### src/rtl/gcd_controller.sv
// Control FSM for a subtractive GCD datapath: loads A and B, repeatedly subtracts the
// smaller from the larger until they match, and aborts after ITER_MAX subtractions.
module gcd_controller #(
  parameter logic [15:0] ITER_MAX = 16'hFFFF
) (
  input  logic        clock,
  input  logic        reset,
  input  logic        start,
  input  logic        lt,
  input  logic        gt,
  input  logic        eq,
  output logic        loada,
  output logic        loadb,
  output logic        loadp,
  output logic        clearp,
  output logic        sel1,
  output logic        sel2,
  output logic        selb,
  output logic        busy,
  output logic        done,
  output logic        err,
  output logic [15:0] iters
);

  typedef enum logic [3:0] {
    IDLE,
    LOAD_A,
    LOAD_B,
    COMPARE,
    SUB_A,
    WB_A,
    SUB_B,
    WB_B,
    DONE,
    ERR
  } state_t;

  state_t state;
  state_t state_next;

  always_ff @(posedge clock or posedge reset) begin
    if (reset) begin
      state <= IDLE;
    end else begin
      state <= state_next;
    end
  end

  // Cleared on the run-accepting edge so iters already reads 0 during LOAD_A.
  always_ff @(posedge clock or posedge reset) begin
    if (reset) begin
      iters <= '0;
    end else if (state == IDLE && start) begin
      iters <= '0;
    end else if ((state == SUB_A || state == SUB_B) && iters != 16'hFFFF) begin
      iters <= iters + 16'd1;
    end
  end

  always_comb begin
    state_next = state;
    case (state)
      IDLE:    state_next = start ? LOAD_A : IDLE;
      LOAD_A:  state_next = LOAD_B;
      LOAD_B:  state_next = COMPARE;
      COMPARE: begin
        if (eq) begin
          state_next = DONE;
        end else if (iters == ITER_MAX) begin
          state_next = ERR;
        end else if (gt) begin
          state_next = SUB_A;
        end else if (lt) begin
          state_next = SUB_B;
        end else begin
          // No flag set is treated like lt.
          state_next = SUB_B;
        end
      end
      SUB_A:   state_next = WB_A;
      WB_A:    state_next = COMPARE;
      SUB_B:   state_next = WB_B;
      WB_B:    state_next = COMPARE;
      DONE:    state_next = IDLE;
      ERR:     state_next = IDLE;
      default: state_next = IDLE;
    endcase
  end

  always_comb begin
    loada  = 1'b0;
    loadb  = 1'b0;
    loadp  = 1'b0;
    clearp = 1'b0;
    sel1   = 1'b0;
    sel2   = 1'b0;
    selb   = 1'b0;
    done   = 1'b0;
    err    = 1'b0;
    busy   = (state != IDLE);
    case (state)
      LOAD_A: begin
        selb   = 1'b0;
        loada  = 1'b1;
        clearp = 1'b1;
      end
      LOAD_B: begin
        selb  = 1'b0;
        loadb = 1'b1;
      end
      SUB_A: begin
        sel1  = 1'b0;
        sel2  = 1'b1;
        loadp = 1'b1;
      end
      WB_A: begin
        selb  = 1'b1;
        loada = 1'b1;
      end
      SUB_B: begin
        sel1  = 1'b1;
        sel2  = 1'b0;
        loadp = 1'b1;
      end
      WB_B: begin
        selb  = 1'b1;
        loadb = 1'b1;
      end
      DONE:    done = 1'b1;
      ERR:     err  = 1'b1;
      default: ;
    endcase
  end

endmodule

### config.mk
export PLATFORM = sky130hd
export DESIGN_NAME = gcd_controller
export DESIGN_NICKNAME = d
export VERILOG_FILES = /design/src/rtl/gcd_controller.sv
export SDC_FILE = /design/constraint.sdc
export NUM_CORES = 1
export LEC_CHECK = 0
export ABC_AREA = 1
export ABC_CLOCK_PERIOD_IN_PS = 3250
export CAP_MARGIN = 10
export CORE_MARGIN = 8
export CORE_UTILIZATION = 40
export DETAILED_ROUTE_END_ITERATION = 7
export PLACE_DENSITY = 0.67
export SLEW_MARGIN = 20
export SYNTH_ARGS = -nofsm -noshare
export SYNTH_HDL_FRONTEND = slang
export SYNTH_SLANG_ARGS = --single-unit
export TNS_END_PERCENT = 1
### constraint.sdc
create_clock -name clock -period 3.25 [get_ports clock]
set_input_delay 0.975 -clock clock [delete_from_list [all_inputs] [get_ports clock]]
set_output_delay 0.975 -clock clock [all_outputs]
set_load 0.005 [all_outputs]
==> results.json <==
{
  "cts_buffers": 3,
  "p_seq_share_pct": 37.4,
  "syn_to_final_growth_pct": 28.1,
  "ant_nets": 0,
  "criticalPathCategory": "register to primary output",
  "post-cts-setup-buffer-count": 0,
  "drc": 0,
  "pwr-share-comb_pct": 45.3,
  "synth.most_common_cell": "nand2_1",
  "grt_usage_pct": 12.3,
  "place_congestion": 0.851,
  "cp_slowest_stage_delay_ps": 520,
  "insertion_delay_ps": 300,
  "post-route-period-util_pct": 84.7,
  "status": "finished, final reports clean",
  "finalMaxSlewViolations": 0,
  "core_area_um2": 3260,
  "register_area_um2": 500,
  "htree_levels": 1,
  "max_freq_mhz": 363,
  "p_per_area_nw_per_um2": 506,
  "chipWidth_um": 73.5,
  "stdcell_count": 270,
  "root_buffer": "clkbuf_4",
  "clock_skew_ps": 5.09,
  "cts.clk_slew.worst_paths_ps": 120,
  "rows": 21,
  "hold_class": "register to register",
  "synth_area_per_cell_um2": 6.85,
  "hold_buffers": 0,
  "p_sw_share_pct": 39.5,
  "drtPass1Iterations": 4,
  "synth_cell_type_count": 22,
  "clkSinkCount": 20,
  "drive_gt1_share_pct": 7.14,
  "async_reset_ff_share_pct": 100,
  "seq_area_frac_synth_pct": 37.9,
  "hold_viol_final": 0,
  "vias_per_cell": 4.88,
  "fin_nets": 232,
  "dp.cells": 266,
  "wirelength_um": 3200,
  "ys_warn_count": 0,
  "post_cts_resized": 0,
  "synth_seq_cells": 20,
  "fin_crit_ps": 2750,
  "max_slew_margin_pct": 47.4,
  "grt_antenna_before_repair": 0,
  "endpoint_kind": "primary output",
  "dp_hpwl_um": 2390,
  "multi_input_area_um2": 727,
  "ios": 32,
  "synth-edff-count": 0,
  "critPathLaunch": "state[3]",
  "regToRegSetupSlack_ps": 1370,
  "nFillCells": 342,
  "synth_nets": 200,
  "start_kind": "register",
  "die_area_um2": 5400,
  "grt_pass1_vias": 1234,
  "worst-path-max-fanout": 5,
  "port_buffers": 30,
  "setup_tns_ps": 0,
  "start_util_pct": 40.6,
  "netlist_instances": 193,
  "ir_drop_mv": 0.191,
  "yosys-top-cells-count": "nand2_1, nor2_1, dfrtp_1",
  "wl_per_cell_um": 11.9,
  "worst_pin_slew_ps": 788,
  "drt_iter0_markers": 55,
  "max_cap_violations": 0,
  "critical_path_arrival_ps": 1780,
  "synth_top_area_share_pct": 37.9,
  "reg2reg_from": "iters[0]",
  "diodes": 0,
  "critPathRequiredTime_ps": 2270,
  "min_from": "iters[1]",
  "synthFlopType": "dfrtp_1",
  "rsz0062_at_grt": "no",
  "cts_tree": "yes",
  "clk_path_buf_depth": 2,
  "die_h_um": 73.5,
  "vias": 1318,
  "switchingPower_mw": 0.338,
  "cp_cell_sequence": "nor2_1, nand2_1, a21boi_0, clkdlybuf4s50_1",
  "leakagePower_nw": 0.768,
  "intPower_mw": 0.518,
  "grt_start_max_net_pins": 21,
  "netlist_area_um2": 1320,
  "cpMaxStageDelayCell": "clkdlybuf4s50_1",
  "power_frac_clock_pct": 17.3,
  "yosysTopAreaCell": "dfrtp_1",
  "grt_overflow": 0,
  "grt_pass1_wl_um": 5370,
  "setup_viol": 0,
  "synth_area_leaders": "dfrtp_1, nand2_1, nor2_1"
}
[kinds of logic (layout without fill, tap and decap cells)]
family          Yosys count  after routing  share of synthesized area [%]
xor+xnor                  4              4                           2.65
compound gates            9              9                           4.36
buf+inv                  22             53                           7.10
flops                    20             20                           37.9
simple gates            137            137                           47.1
fa+ha+maj                 1              1                          0.947
[worst max-delay path, delay by kind of cell, from the launching register on]
family	cells	cell delay [ps]
compound gates	1	170
buf+inv	1	520
flops	1	430
simple gates	2	360
[cell type report]
class | instances | share of cell area, %
clock buffers | 4 | 2.14
inverters | 19 | 4.21
multi-input cells | 151 | 42.9
flip-flops and latches | 20 | 29.6
well taps | 46 | 3.40
repair buffers | 30 | 17.7
[final timing paths]
check                      cells after the start         to
max in group asynchronous                      2  iters[12]
hold reg to reg                                2   iters[1]
setup reg to reg                               9  iters[13]
min in group asynchronous                      2   iters[4]
setup / recovery                               4      loadb
hold / removal                                 2   iters[1]
[flip-flops by register name (all words and copies together) (netlist names)]
name and count:
iters 16, state 4
[stage by stage]
stage	hold WS (ps)	worst slack, ps	cell area [um2]	util, %	power, mW
finish	570	497	1690	52.0	0.856
global placement	544	814	1660	50.8	0.719
global route	615	407	1690	52.0	0.926
detailed placement	546	830	1660	50.8	0.721
CTS	577	475	1690	52.0	0.871
floorplan	524	1360	1320	-	0.569
[power groups by stage]
stage	clock network (mW)	registers, mW	logic, mW
2_1_floorplan	0	0.320	0.250
3_3_place_gp	0	0.325	0.394
3_5_place_dp	0	0.325	0.396
4_1_cts	0.154	0.320	0.397
5_1_grt	0.163	0.328	0.435
6_report	0.148	0.320	0.388
[routing by layer]
layer	global-route usage (%)	part of all wire (%)
met1	15.5	49
met2	20.4	46
met3	2.18	4.6
met4	3.77	0.41
met5	0	0
[layout by cell type (no fill, tap or decap)]
| master | count |
|---|---|
| a21boi_0 | 1 |
| clkbuf_4 | 3 |
| clkbuf_8 | 1 |
| clkdlybuf4s50_1 | 30 |
| dfrtp_1 | 20 |
| ha_1 | 1 |
| inv_1 | 17 |
| inv_2 | 2 |
| nand2_1 | 70 |
| nand2_2 | 1 |
| nand3_1 | 10 |
| nand3_2 | 1 |
| nand3b_1 | 2 |
| nand4_1 | 14 |
| nor2_1 | 31 |
| nor2_2 | 3 |
| nor2_4 | 2 |
| nor2_8 | 1 |
| o21ai_0 | 4 |
| o21bai_1 | 4 |
| or2_2 | 2 |
| xor2_1 | 4 |
No activity file was read; power rests on OpenSTA's default activity.
==> variant, RTL diff (same flow settings) <==
Reset style: synchronous (`reset`), changed in 2 clocked blocks.
--- a/src/rtl/gcd_controller.sv
+++ b/src/rtl/gcd_controller.sv
@@ -39,5 +39,5 @@
   state_t state_next;
 
-  always_ff @(posedge clock or posedge reset) begin
+  always_ff @(posedge clock) begin
     if (reset) begin
       state <= IDLE;
@@ -48,5 +48,5 @@
 
   // Cleared on the run-accepting edge so iters already reads 0 during LOAD_A.
-  always_ff @(posedge clock or posedge reset) begin
+  always_ff @(posedge clock) begin
     if (reset) begin
       iters <= '0;
Function: differs if reset is asserted again (counterexample within 4 cycles, from zero or initial values and one cycle with reset high); with reset held inactive, the same outputs for 10 cycles.
==> variant against the unedited design <==
Non-clock buffer count increased by 1; sequential cell count stayed put; cell area down 4.9%; fmax decreased by 2.7%; critical path depth is the same; area after synthesis is 5.6% lower; wire length decreased by 2.7%; global-route usage is 1.0 points higher; worst hold slack worse by 0.045 ns; die area decreased by 4.4%; clock skew rose by 0.0020 ns; worst setup slack lost 0.076 ns; highest routed layer unchanged.
Power is not compared: it rests on default switching activity, and its combinational part moved more than twofold at a synthesized area within 25%.
==> variant: results <==
[route]
drt_pass1_iterations = 5
num_vias = 1272
wl_um = 3120
initialDrtViolationCount = 56

[global_routing]
grt_use_met3 = 0.0404
grt_usage = 0.133
globalRouteMet1Util = 0.151
grt_max_degree = 19
grt_pass1_wl_um = 5690
use_met2 = 0.227

[synth]
syn_inst = 191
synth_xor_area_frac = 0.0491
ys_top_cells_by_count = "nand2_1, nor2_1, dfxtp_1"
synthFlopType = "dfxtp_1"
ys_top_cells_by_area = "dfxtp_1, nand2_1, nor2_1, a21oi_2, inv_1"

[placement]
hpwl_um = 2420
gp_congestion = 0.863
dpl.cell_count = 252

[run_status]
run_status = "finished, final reports clean"

[sta]
hold_slack_ns = 0.525

[critical_path]
cp-startpoint = "state[0]$_SDFF_PP0_"
slowest_delay_ns = 0.55

[layout]
nets = 231
layout.cells.non_filler = 256
drive_above_1_share = 0.112

[die]
die-area_um2 = 5160
==> variant: cell types whose count changed after synthesis, moves of 5 or more <==
cell / unedited run / this run
nand4_1: 14 / 4
dfxtp_1: 0 / 20
a21oi_1: 0 / 9
a21oi_2: 0 / 8
nand2_1: 70 / 65
dfrtp_1: 20 / 0
==> variant: power breakdown <==
part / switching (mW) / internal, mW
Sequential: 0.00660 / 0.250
Combinational: 0.0382 / 0.0343
Clock: 0.0786 / 0.0683
==> variant: stage by stage <==
step	area, µm²	util	worst slack, ns	total power, mW
5_1_grt	1610	0.536	0.305	0.501
2_1_floorplan	1250	-	1.33	0.299
4_1_cts	1610	0.536	0.401	0.482
3_5_place_dp	1570	0.524	0.754	0.335
6_report	1610	0.536	0.421	0.476
3_3_place_gp	1570	0.524	0.780	0.333
==> variant: worst paths after layout <==
kind                       endpoint  depth (start not counted)
max                          clearp                          4
min          iters[15]$_SDFFE_PP0P_                          2
max reg2reg   iters[0]$_SDFFE_PP0P_                          9
min reg2reg  iters[15]$_SDFFE_PP0P_                          2
==> variant: routing by layer <==
layer,vias up,share of wire
met2,27,0.48
met3,4,0.068
met5,-,0
met4,0,0.013
met1,567,0.44
li1,674,-
==> variant: cell families (layout without fill, tap and decap cells) <==
group	after synthesis	in the layout
AO/OA/AOI/OAI	24	24
XOR/XNOR	7	7
adder cells (fa/ha/maj)	1	1
buffers and inverters	20	52
flip-flops	20	20
AND/OR/NAND/NOR	119	119
==> variant: cell type report <==
| type | count | area, µm² |
|---|---|---|
| well taps | 33 | 41.3 |
| inverters | 17 | 68.8 |
| flip-flops and latches | 20 | 400 |
| multi-input cells | 151 | 756 |
| fillers | 329 | 1390 |
| repair buffers | 31 | 308 |
| clock buffers | 4 | 36.3 |
==> variant: worst reg2reg max path, stage by stage (launching register included) <==
cell and delay, ns:
dfxtp_1 0.38, ha_1 0.27, inv_1 0.11, nor2_4 0.06
nand2_4 0.11, nor2_8 0.06, nor2_4 0.36, clkinv_4 0.23
nor2_1 0.14, nor2_1 0.05
